$ cat src/rtl/clkdiv_ratio_ctrl_if.sv
// Ratio-change request channel between a requester and clkdiv_ratio_ctrl.
// Valid/ratio are held by the master until an edge where valid && ready.
`timescale 1ns/1ps
interface clkdiv_ratio_ctrl_if #(
    parameter int unsigned DIV_BITS = 8
);
    logic                req_valid;
    logic [DIV_BITS-1:0] req_ratio;
    logic                req_ready;

    modport master (
        output req_valid,
        output req_ratio,
        input  req_ready
    );

    modport slave (
        input  req_valid,
        input  req_ratio,
        output req_ready
    );
endinterface

$ cat src/rtl/clkdiv_ratio_ctrl.sv
// Sequences run-time ratio changes for the clock divider: gate, load, re-enable,
// settle for one divided period, then report completion.
`timescale 1ns/1ps
module clkdiv_ratio_ctrl #(
    parameter int unsigned DIV_BITS    = 8,
    parameter int unsigned DEF_RATIO   = 2,
    parameter int unsigned GATE_CYCLES = 4
) (
    input  logic                i_ref_clk,
    input  logic                i_rst_n,
    input  logic                i_run,
    clkdiv_ratio_ctrl_if.slave  req,
    output logic                o_div_en,
    output logic [DIV_BITS-1:0] o_div_ratio,
    output logic                o_busy,
    output logic                o_done,
    output logic                o_err
);

    // One counter serves both the gate phase (up to 255) and the settle phase.
    localparam int unsigned CntW = (DIV_BITS > 8) ? DIV_BITS : 8;

    typedef enum logic [1:0] {StIdle, StGate, StLoad, StSettle} state_e;

    state_e              state_q, state_d;
    logic [CntW-1:0]     cnt_q, cnt_d;
    logic [DIV_BITS-1:0] pend_q, pend_d;
    logic [DIV_BITS-1:0] ratio_q, ratio_d;
    logic                en_q, en_d;
    logic                busy_q, busy_d;
    logic                done_q, done_d;
    logic                err_q, err_d;
    logic                ready_q, ready_d;
    logic                accept;

    assign accept = req.req_valid && ready_q;

    always_comb begin
        state_d = state_q;
        cnt_d   = cnt_q;
        pend_d  = pend_q;
        ratio_d = ratio_q;
        en_d    = i_run;
        done_d  = 1'b0;
        err_d   = 1'b0;
        unique case (state_q)
            StIdle: begin
                if (accept) begin
                    if (req.req_ratio == '0) begin
                        err_d = 1'b1;
                    end else if (req.req_ratio == ratio_q) begin
                        done_d = 1'b1;
                    end else begin
                        pend_d  = req.req_ratio;
                        cnt_d   = '0;
                        state_d = StGate;
                    end
                end
            end
            StGate: begin
                en_d = 1'b0;
                if (cnt_q == CntW'(GATE_CYCLES - 1)) begin
                    // Ratio switches while the divider is still gated off.
                    ratio_d = pend_q;
                    state_d = StLoad;
                end else begin
                    cnt_d = cnt_q + 1'b1;
                end
            end
            StLoad: begin
                cnt_d   = CntW'(1);
                state_d = StSettle;
            end
            StSettle: begin
                if (cnt_q >= CntW'(ratio_q)) begin
                    done_d  = 1'b1;
                    state_d = StIdle;
                end else if (cnt_q != '1) begin
                    cnt_d = cnt_q + 1'b1;
                end
            end
            default: state_d = StIdle;
        endcase
        busy_d  = (state_d != StIdle);
        ready_d = (state_d == StIdle);
    end

    always_ff @(posedge i_ref_clk or negedge i_rst_n) begin
        if (!i_rst_n) begin
            state_q <= StIdle;
            cnt_q   <= '0;
            pend_q  <= DIV_BITS'(DEF_RATIO);
            ratio_q <= DIV_BITS'(DEF_RATIO);
            en_q    <= 1'b0;
            busy_q  <= 1'b0;
            done_q  <= 1'b0;
            err_q   <= 1'b0;
            ready_q <= 1'b1;
        end else begin
            state_q <= state_d;
            cnt_q   <= cnt_d;
            pend_q  <= pend_d;
            ratio_q <= ratio_d;
            en_q    <= en_d;
            busy_q  <= busy_d;
            done_q  <= done_d;
            err_q   <= err_d;
            ready_q <= ready_d;
        end
    end

    assign req.req_ready = ready_q;
    assign o_div_en      = en_q;
    assign o_div_ratio   = ratio_q;
    assign o_busy        = busy_q;
    assign o_done        = done_q;
    assign o_err         = err_q;

endmodule

$ cat src/flat_wrapper.sv
// flat-port wrapper written by rule: the top's interface ports become plain ports
module clkdiv_ratio_ctrl_flat 
#(
    parameter int unsigned DIV_BITS    = 8,
    parameter int unsigned DEF_RATIO   = 2,
    parameter int unsigned GATE_CYCLES = 4
)
  (i_ref_clk, i_rst_n, i_run, o_div_en, o_div_ratio, o_busy, o_done, o_err, req_req_valid, req_req_ratio, req_req_ready);
  clkdiv_ratio_ctrl_if #(.DIV_BITS(DIV_BITS)) req_i ();
  input  logic i_ref_clk;
  input  logic i_rst_n;
  input  logic i_run;
  output logic o_div_en;
  output logic [DIV_BITS-1:0] o_div_ratio;
  output logic o_busy;
  output logic o_done;
  output logic o_err;
  input wire logic [$bits(req_i.req_valid)-1:0] req_req_valid;
  input wire logic [$bits(req_i.req_ratio)-1:0] req_req_ratio;
  output wire logic [$bits(req_i.req_ready)-1:0] req_req_ready;
  assign req_i.req_valid = req_req_valid;
  assign req_i.req_ratio = req_req_ratio;
  assign req_req_ready = req_i.req_ready;
  clkdiv_ratio_ctrl #(.DIV_BITS(DIV_BITS), .DEF_RATIO(DEF_RATIO), .GATE_CYCLES(GATE_CYCLES)) u_core (.i_ref_clk(i_ref_clk), .i_rst_n(i_rst_n), .i_run(i_run), .req(req_i), .o_div_en(o_div_en), .o_div_ratio(o_div_ratio), .o_busy(o_busy), .o_done(o_done), .o_err(o_err));
endmodule
$ cat config.mk
export PLATFORM = sky130hd
export DESIGN_NAME = clkdiv_ratio_ctrl_flat
export DESIGN_NICKNAME = d
export VERILOG_FILES = /design/src/rtl/clkdiv_ratio_ctrl_if.sv /design/src/rtl/clkdiv_ratio_ctrl.sv /design/src/flat_wrapper.sv
export SDC_FILE = /design/constraint.sdc
export NUM_CORES = 1
export LEC_CHECK = 0
export ABC_AREA = 1
export BUFFER_PORTS_ARGS = -buffer_cell sky130_fd_sc_hd__buf_2
export CORE_MARGIN = 2
export CORE_UTILIZATION = 61
export DETAILED_ROUTE_END_ITERATION = 6
export PLACE_DENSITY = 0.93
export SLEW_MARGIN = 5
export SYNTH_ARGS = -nofsm -noshare
export SYNTH_HDL_FRONTEND = slang
export SYNTH_SLANG_ARGS = --single-unit
$ cat constraint.sdc
create_clock -name i_ref_clk -period 2.7 [get_ports i_ref_clk]
set_input_delay 0.54 -clock i_ref_clk [delete_from_list [all_inputs] [get_ports i_ref_clk]]
set_output_delay 0.54 -clock i_ref_clk [all_outputs]
set_load 0.02 [all_outputs]
Word-level counts from Yosys, hierarchy flattened

Cells that the tools add are included.
Widths: inputs -> output; s select.

Add/sub/neg operators: 1
Order comparisons: 1
Equality and inequality tests: 12
Mux-type cells: 22
Bitwise gates (word level): 2
Reduce and logical (&&, ||, !) cells: 8

Operators with widths:

| operator            | number |
|---|---|
| $mux 8              | 6 |
| $pmux 8 s4          | 1 |
| $mux 2              | 5 |
| $add 8x1->8 const B | 1 |
| $eq 8x2->1 const B  | 1 |
| $eq 8x8->1          | 1 |
| $ge 8x8->1          | 1 |
| $logic_not 8->1     | 1 |
| $mux 1              | 8 |
| $ne 2x2->1 const B  | 4 |
| $ne 8x8->1 const B  | 1 |
| $pmux 2 s4          | 1 |
| $reduce_and 6->1    | 1 |
| $eq 2x2->1 const B  | 2 |
| $logic_not 2->1     | 2 |
| $ne 2x1->1 const B  | 2 |
| $reduce_and 4->1    | 1 |
| $eq 2x1->1 const B  | 1 |
| $not 1->1           | 2 |
| $pmux 1 s2          | 1 |
| $reduce_and 2->1    | 1 |
| $reduce_bool 2->1   | 1 |
| $logic_and 1x1->1   | 1 |

Flip-flop bits (word level): 31
Input bits: 12
Word-level logic and storage cells: 55

Depth between registers and ports, before layout

Word-level depth: 6
Depth in mapped cells: 14
Mapped depth without buffers: 14

Worst setup path before layout

Ideal clock, no wire load.

Path type: reg-to-reg
From: register u_core.ratio_q[1] (netlist: u_core.o_div_ratio[1])
To: register u_core.cnt_q[7]
Arrival time: 1.739 ns
Required time: 2.582 ns
Path slack: 0.843 ns
Stages on the path, launching flop included: 14
Path buffers: 1
Period minus slack after synthesis: 1.857 ns
Cells stage by stage: dfstp_2 -> inv_1 -> ha_1 -> nand2_1 -> nand2_1 -> nand2_1 -> nand2_1 -> nand2_1 -> nand3_1 -> nand2_1 -> nand3_4 -> buf_8 -> nand2_1 -> o21ai_2

Longest elaborated chain between the ends: 3
Elaborated cells on any way between the ends: 5
Those cells by class: order compare (1); eq/ne (3); reduce/logical (1)

Ends and longest elaborated chain:

| item                                            | line                                             | RTL |
|---|---|---|
| from (decl)                                     | clkdiv_ratio_ctrl.sv:28                          | `logic [DIV_BITS-1:0] ratio_q, ratio_d;` |
| from (signal assigned)                          | clkdiv_ratio_ctrl.sv:93                          | `ratio_q <= DIV_BITS'(DEF_RATIO);` |
| from (signal assigned)                          | clkdiv_ratio_ctrl.sv:103                         | `ratio_q <= ratio_d;` |
| $ge 8x8->1 / $eq 8x8->1 (equally long branches) | clkdiv_ratio_ctrl.sv:75, clkdiv_ratio_ctrl.sv:51 |  |
| $ne 2x2->1 (no source line)                     | n/a                                              |  |
| $reduce_and 6->1 (no source line) *             | n/a                                              |  |
| to (signal assigned)                            | clkdiv_ratio_ctrl.sv:101                         | `cnt_q <= cnt_d;` |
| to (decl)                                       | clkdiv_ratio_ctrl.sv:26                          | `logic [CntW-1:0] cnt_q, cnt_d;` |

Every way passes the cells marked *; elsewhere a longest branch is shown, timed or not.
A chain may end at the register's enable or synchronous reset.

Worst setup path after layout

From: register u_core.ratio_q[1] (netlist: u_core.o_div_ratio[1])
To: register u_core.cnt_q[6]

Same word-level chain as after synthesis.

==> run summary <==
Setup repair after global routing left no endpoint under its margin. Once placement finished, the instance area stood at 1999 um2. The path class of the tightest hold or removal check is in2async. Of the cells placed in the final design, the portion with a size suffix greater than 1 is 16.36%.

Total global routing overflow: 0. For this design the ratio of total power to cell area is 1060 nW/um2. The tools report the total count of max-transition violations in the final report as 0.

The post-cts repair resize count is 0, and the clock transition at the registers of the reported paths is 0.10 ns. The repair_antennas step left the layout with diodes totalling 0. The HPWL after detailed placement is 3.032 mm. The clock tree synthesis step divided the H-tree into 2 levels. The flow ran to the end, and the final reports show no timing, DRC or antenna violations.

The logs give 0 for the count of maximum capacitance violations and 41.84% for the sequential fraction of the synthesis area. For this block, the via count after detailed routing is 1651. The library cell occupying the most area in the post-synthesis netlist was sky130_fd_sc_hd__dfrtp_1.

Fill cells in the final layout number 244. The synthesized instance count came out at 246. The tools report the number of top-level pins as 25.

The maximum number of pins on one net before global-route repair is 32, and the count of cell instances traversed by the critical path is 12. The number of DRC markers after the initial detailed-route iteration is 45, and the core area is 2978 um2. The run gives 0 as the setup fix buffers added after clock tree synthesis.

The data arrival time at the worst-slack endpoint came out at 2.15 ns. TritonCTS built the clock tree. The fraction of synthesized cell area taken by the top area cell type is 37.61%, and the starting utilization of the core area is 62.56%. The worst setup slack after placement is 0.7964 ns.

The average wire per standard cell is 12.84 um, and the required time of the critical path is 2.93 ns. In the post-synthesis netlist, the biggest area contributors are sky130_fd_sc_hd__dfrtp_1 (38%), sky130_fd_sc_hd__nand2_1 (16%), sky130_fd_sc_hd__ha_1 (9.4%). Clock network latency to the later pin of the worst-skew pair: 0.34 ns. In this run the static leakage power is 1.104 nW. No sink is reached through more buffers than the 2 on the longest clock path. For the detailed-routing iteration count for the pre-antenna-repair pass, the log shows 4.

For this design, the slowest cell found on the critical path is sky130_fd_sc_hd__dfstp_2. The number of synthesized register bits was 31. The commonest cells after synthesis are sky130_fd_sc_hd__nand2_1 (81), sky130_fd_sc_hd__inv_1 (39), sky130_fd_sc_hd__dfrtp_1 (28), sky130_fd_sc_hd__o21ai_1 (18), sky130_fd_sc_hd__ha_1 (14). When the netlist entered floorplanning its net count stood at 272.

The initialized floorplan defines 20 standard-cell rows. The congestion estimate from routability-driven global placement came to 0.8939. The number of port buffers is 24.

The post-layout minimum cycle time was 1.920 ns. The global-route usage over all layers was 26.80%. Walking the worst path, the cells encountered are inv_1 > ha_1 > nand2_1 > nand2_1 > nand2_1 > nand2_1 > nand2_1 > nand3_1 > nand2_1 > nand3_4 > nand2_1 > o21ai_2. Synthesis-to-finish area growth: 10.54%.

Type of element capturing the critical path: a flip-flop. The kind of critical path is reg2reg. Counting flops with a built-in enable in the synthesized netlist gives 0. The dominant delay contributor by cell family on the critical path is simple AND/OR/NAND/NOR gates. The tools report the final non-filler cell area as 2059 um2.

On the final layout, the worst clock skew is 0.01105 ns. Clock tree synthesis found a total of 31 sinks. In the final design database the tool counted 300 nets. Derived from the worst setup path, the maximum achievable clock frequency is 520.7 MHz. The initial antenna violation count was 0. The setup TNS was 0 ns; the relative max-transition margin was 54.70%. The die width is 59.27 um. At the pin with the least slew margin, the transition time is 0.6795 ns. The final critical-path share of the clock period works out to 71.12%.

The tools report the via count of the first global-routing pass as 1596. Setup slack closes at 0.7797 ns. The count of yosys warnings during synthesis came out at 0. STA classifies the critical path startpoint as a flip-flop.

The post-synthesis average cell area is 7.573 um2. The run gives 3512 um2 as the die area. The cell count of the worst reg-to-reg path came out at 12. The top fanout value on the critical path is 16, and the average via count per standard cell is 5.360. The sum of buffers and inverters on the critical path was 1; the power after layout was 2.183 mW. Among all flip-flop cells after synthesis, the most frequent one is sky130_fd_sc_hd__dfrtp_1. The number of CTS-inserted buffers came out at 5. In the post-synthesis netlist, the cell with the most instances is sky130_fd_sc_hd__nand2_1. The logs give 0.7613 mV for the maximum vdd ir drop and 0 for the number of hold buffers added after cts. The first global-routing pass estimated 6.844 mm of wire. By instance count, the cell type seen most on the critical path is sky130_fd_sc_hd__nand2_1.

The tree is rooted in a sky130_fd_sc_hd__clkbuf_4. For this run, asynchronously set or reset flops after synthesis account for 100.0%. The worst stage delay on the critical path is 0.56 ns, and the total wirelength of the detailed-routed design is 3.956 mm. Setup violations remaining at the end of the flow were counted as 0. Counting distinct cell types in the post-synthesis netlist gives 23. The tools report the final-report hold violation count as 0. The die is 59.27 um tall. The combined area of all synthesized cells is 1863 um2.

For this run, design rule violations remaining after detail routing come to 0. The post-detailed-route count of antenna-violating nets came out at 0.
==> path summary, 6_finish.rpt <==
path | from | endpoint | slack [ns]
max in group asynchronous | i_rst_n | u_core.cnt_q[6]$_DFFE_PN0P_ | 2.03
worst max-delay path | u_core.o_div_ratio[1]$_DFFE_PN1P_ | u_core.cnt_q[6]$_DFFE_PN0P_ | 0.78
worst min register to register | u_core.pend_q[7]$_DFFE_PN0P_ | u_core.o_div_ratio[7]$_DFFE_PN0P_ | 0.50
min in group i_ref_clk | i_run | u_core.o_div_en$_DFF_PN0_ | 0.40
worst max register to register | u_core.o_div_ratio[1]$_DFFE_PN1P_ | u_core.cnt_q[6]$_DFFE_PN0P_ | 0.78
worst min-delay path | i_rst_n | u_core.state_q[1]$_DFF_PN0_ | 0.22
==> cells in the final DEF, fill, tap and decap left out, types with 2 or more instances in the layout <==
cell type	count
sky130_fd_sc_hd__o21ai_2	2
sky130_fd_sc_hd__ha_1	14
sky130_fd_sc_hd__nor2_2	2
sky130_fd_sc_hd__o21ai_1	18
sky130_fd_sc_hd__o21ai_0	5
sky130_fd_sc_hd__a21o_1	2
sky130_fd_sc_hd__nor3_1	3
sky130_fd_sc_hd__dfrtp_1	28
sky130_fd_sc_hd__xnor2_1	2
sky130_fd_sc_hd__buf_2	24
sky130_fd_sc_hd__nor2_1	13
sky130_fd_sc_hd__a21oi_1	4
sky130_fd_sc_hd__inv_2	4
sky130_fd_sc_hd__inv_1	39
sky130_fd_sc_hd__nand4_1	12
sky130_fd_sc_hd__nand2_1	81
sky130_fd_sc_hd__dfstp_2	3
sky130_fd_sc_hd__nand3_1	7
sky130_fd_sc_hd__clkbuf_4	5
==> per-stage QoR <==
step | utilization (%) | instances | hold slack (ns)
after CTS | 69.16 | 308 | 0.2398
final | 69.16 | 308 | 0.2200
after global routing | 69.16 | 308 | 0.2597
after detailed placement | 67.14 | 300 | 0.4787
after global placement | 67.14 | 300 | 0.4678
after floorplan | - | 246 | 0.2444
==> cell families after synthesis <==
group,after synthesis,share of synthesized area (%)
AOI/OAI and AO/OA,31,8.999
xor gates and xnor gates,2,0.9404
adders and majority gates,14,9.402
buffers and inverters,46,10.01
DFF,31,41.84
and+or+nand+nor,122,28.81
==> power by group <==
part	total, mW	switching [mW]	leakage (nW)	internal [mW]
Combinational	1.12	0.751	0.671	0.371
Sequential	0.773	0.125	0.398	0.648
Clock	0.287	0.161	0.0353	0.126
==> per-layer routing <==
metal  wire [um]  GRT usage, %  up-vias
met5           0             0        -
met4          70         11.04        0
met3         235         7.860       11
met2        1928         45.68       51
met1        1722         31.30      751
li1            -             -      838
==> final cells by class <==
class | count | area (um2) | area share [%]
Timing Repair Buffer | 24 | 120.1 | 5.832
Multi-Input combinational cell | 169 | 897.1 | 43.56
Inverter | 43 | 161.4 | 7.837
Clock buffer | 7 | 55.05 | 2.673
Tap cell | 33 | 41.29 | 2.005
Clock inverter | 1 | 5.005 | 0.2430
Sequential cell | 31 | 779.5 | 37.85
==> flip-flops by register name, indices dropped and copies added (netlist names) <==
| signal | cells |
|---|---|
| u_core.o_err | 1 |
| u_core.o_done | 1 |
| u_core.o_busy | 1 |
| u_core.cnt_q | 8 |
| u_core.pend_q | 8 |
| u_core.req.req_ready | 1 |
| u_core.o_div_ratio | 8 |
| u_core.o_div_en | 1 |
| u_core.state_q | 2 |
Power figures use the tool's default switching activity.
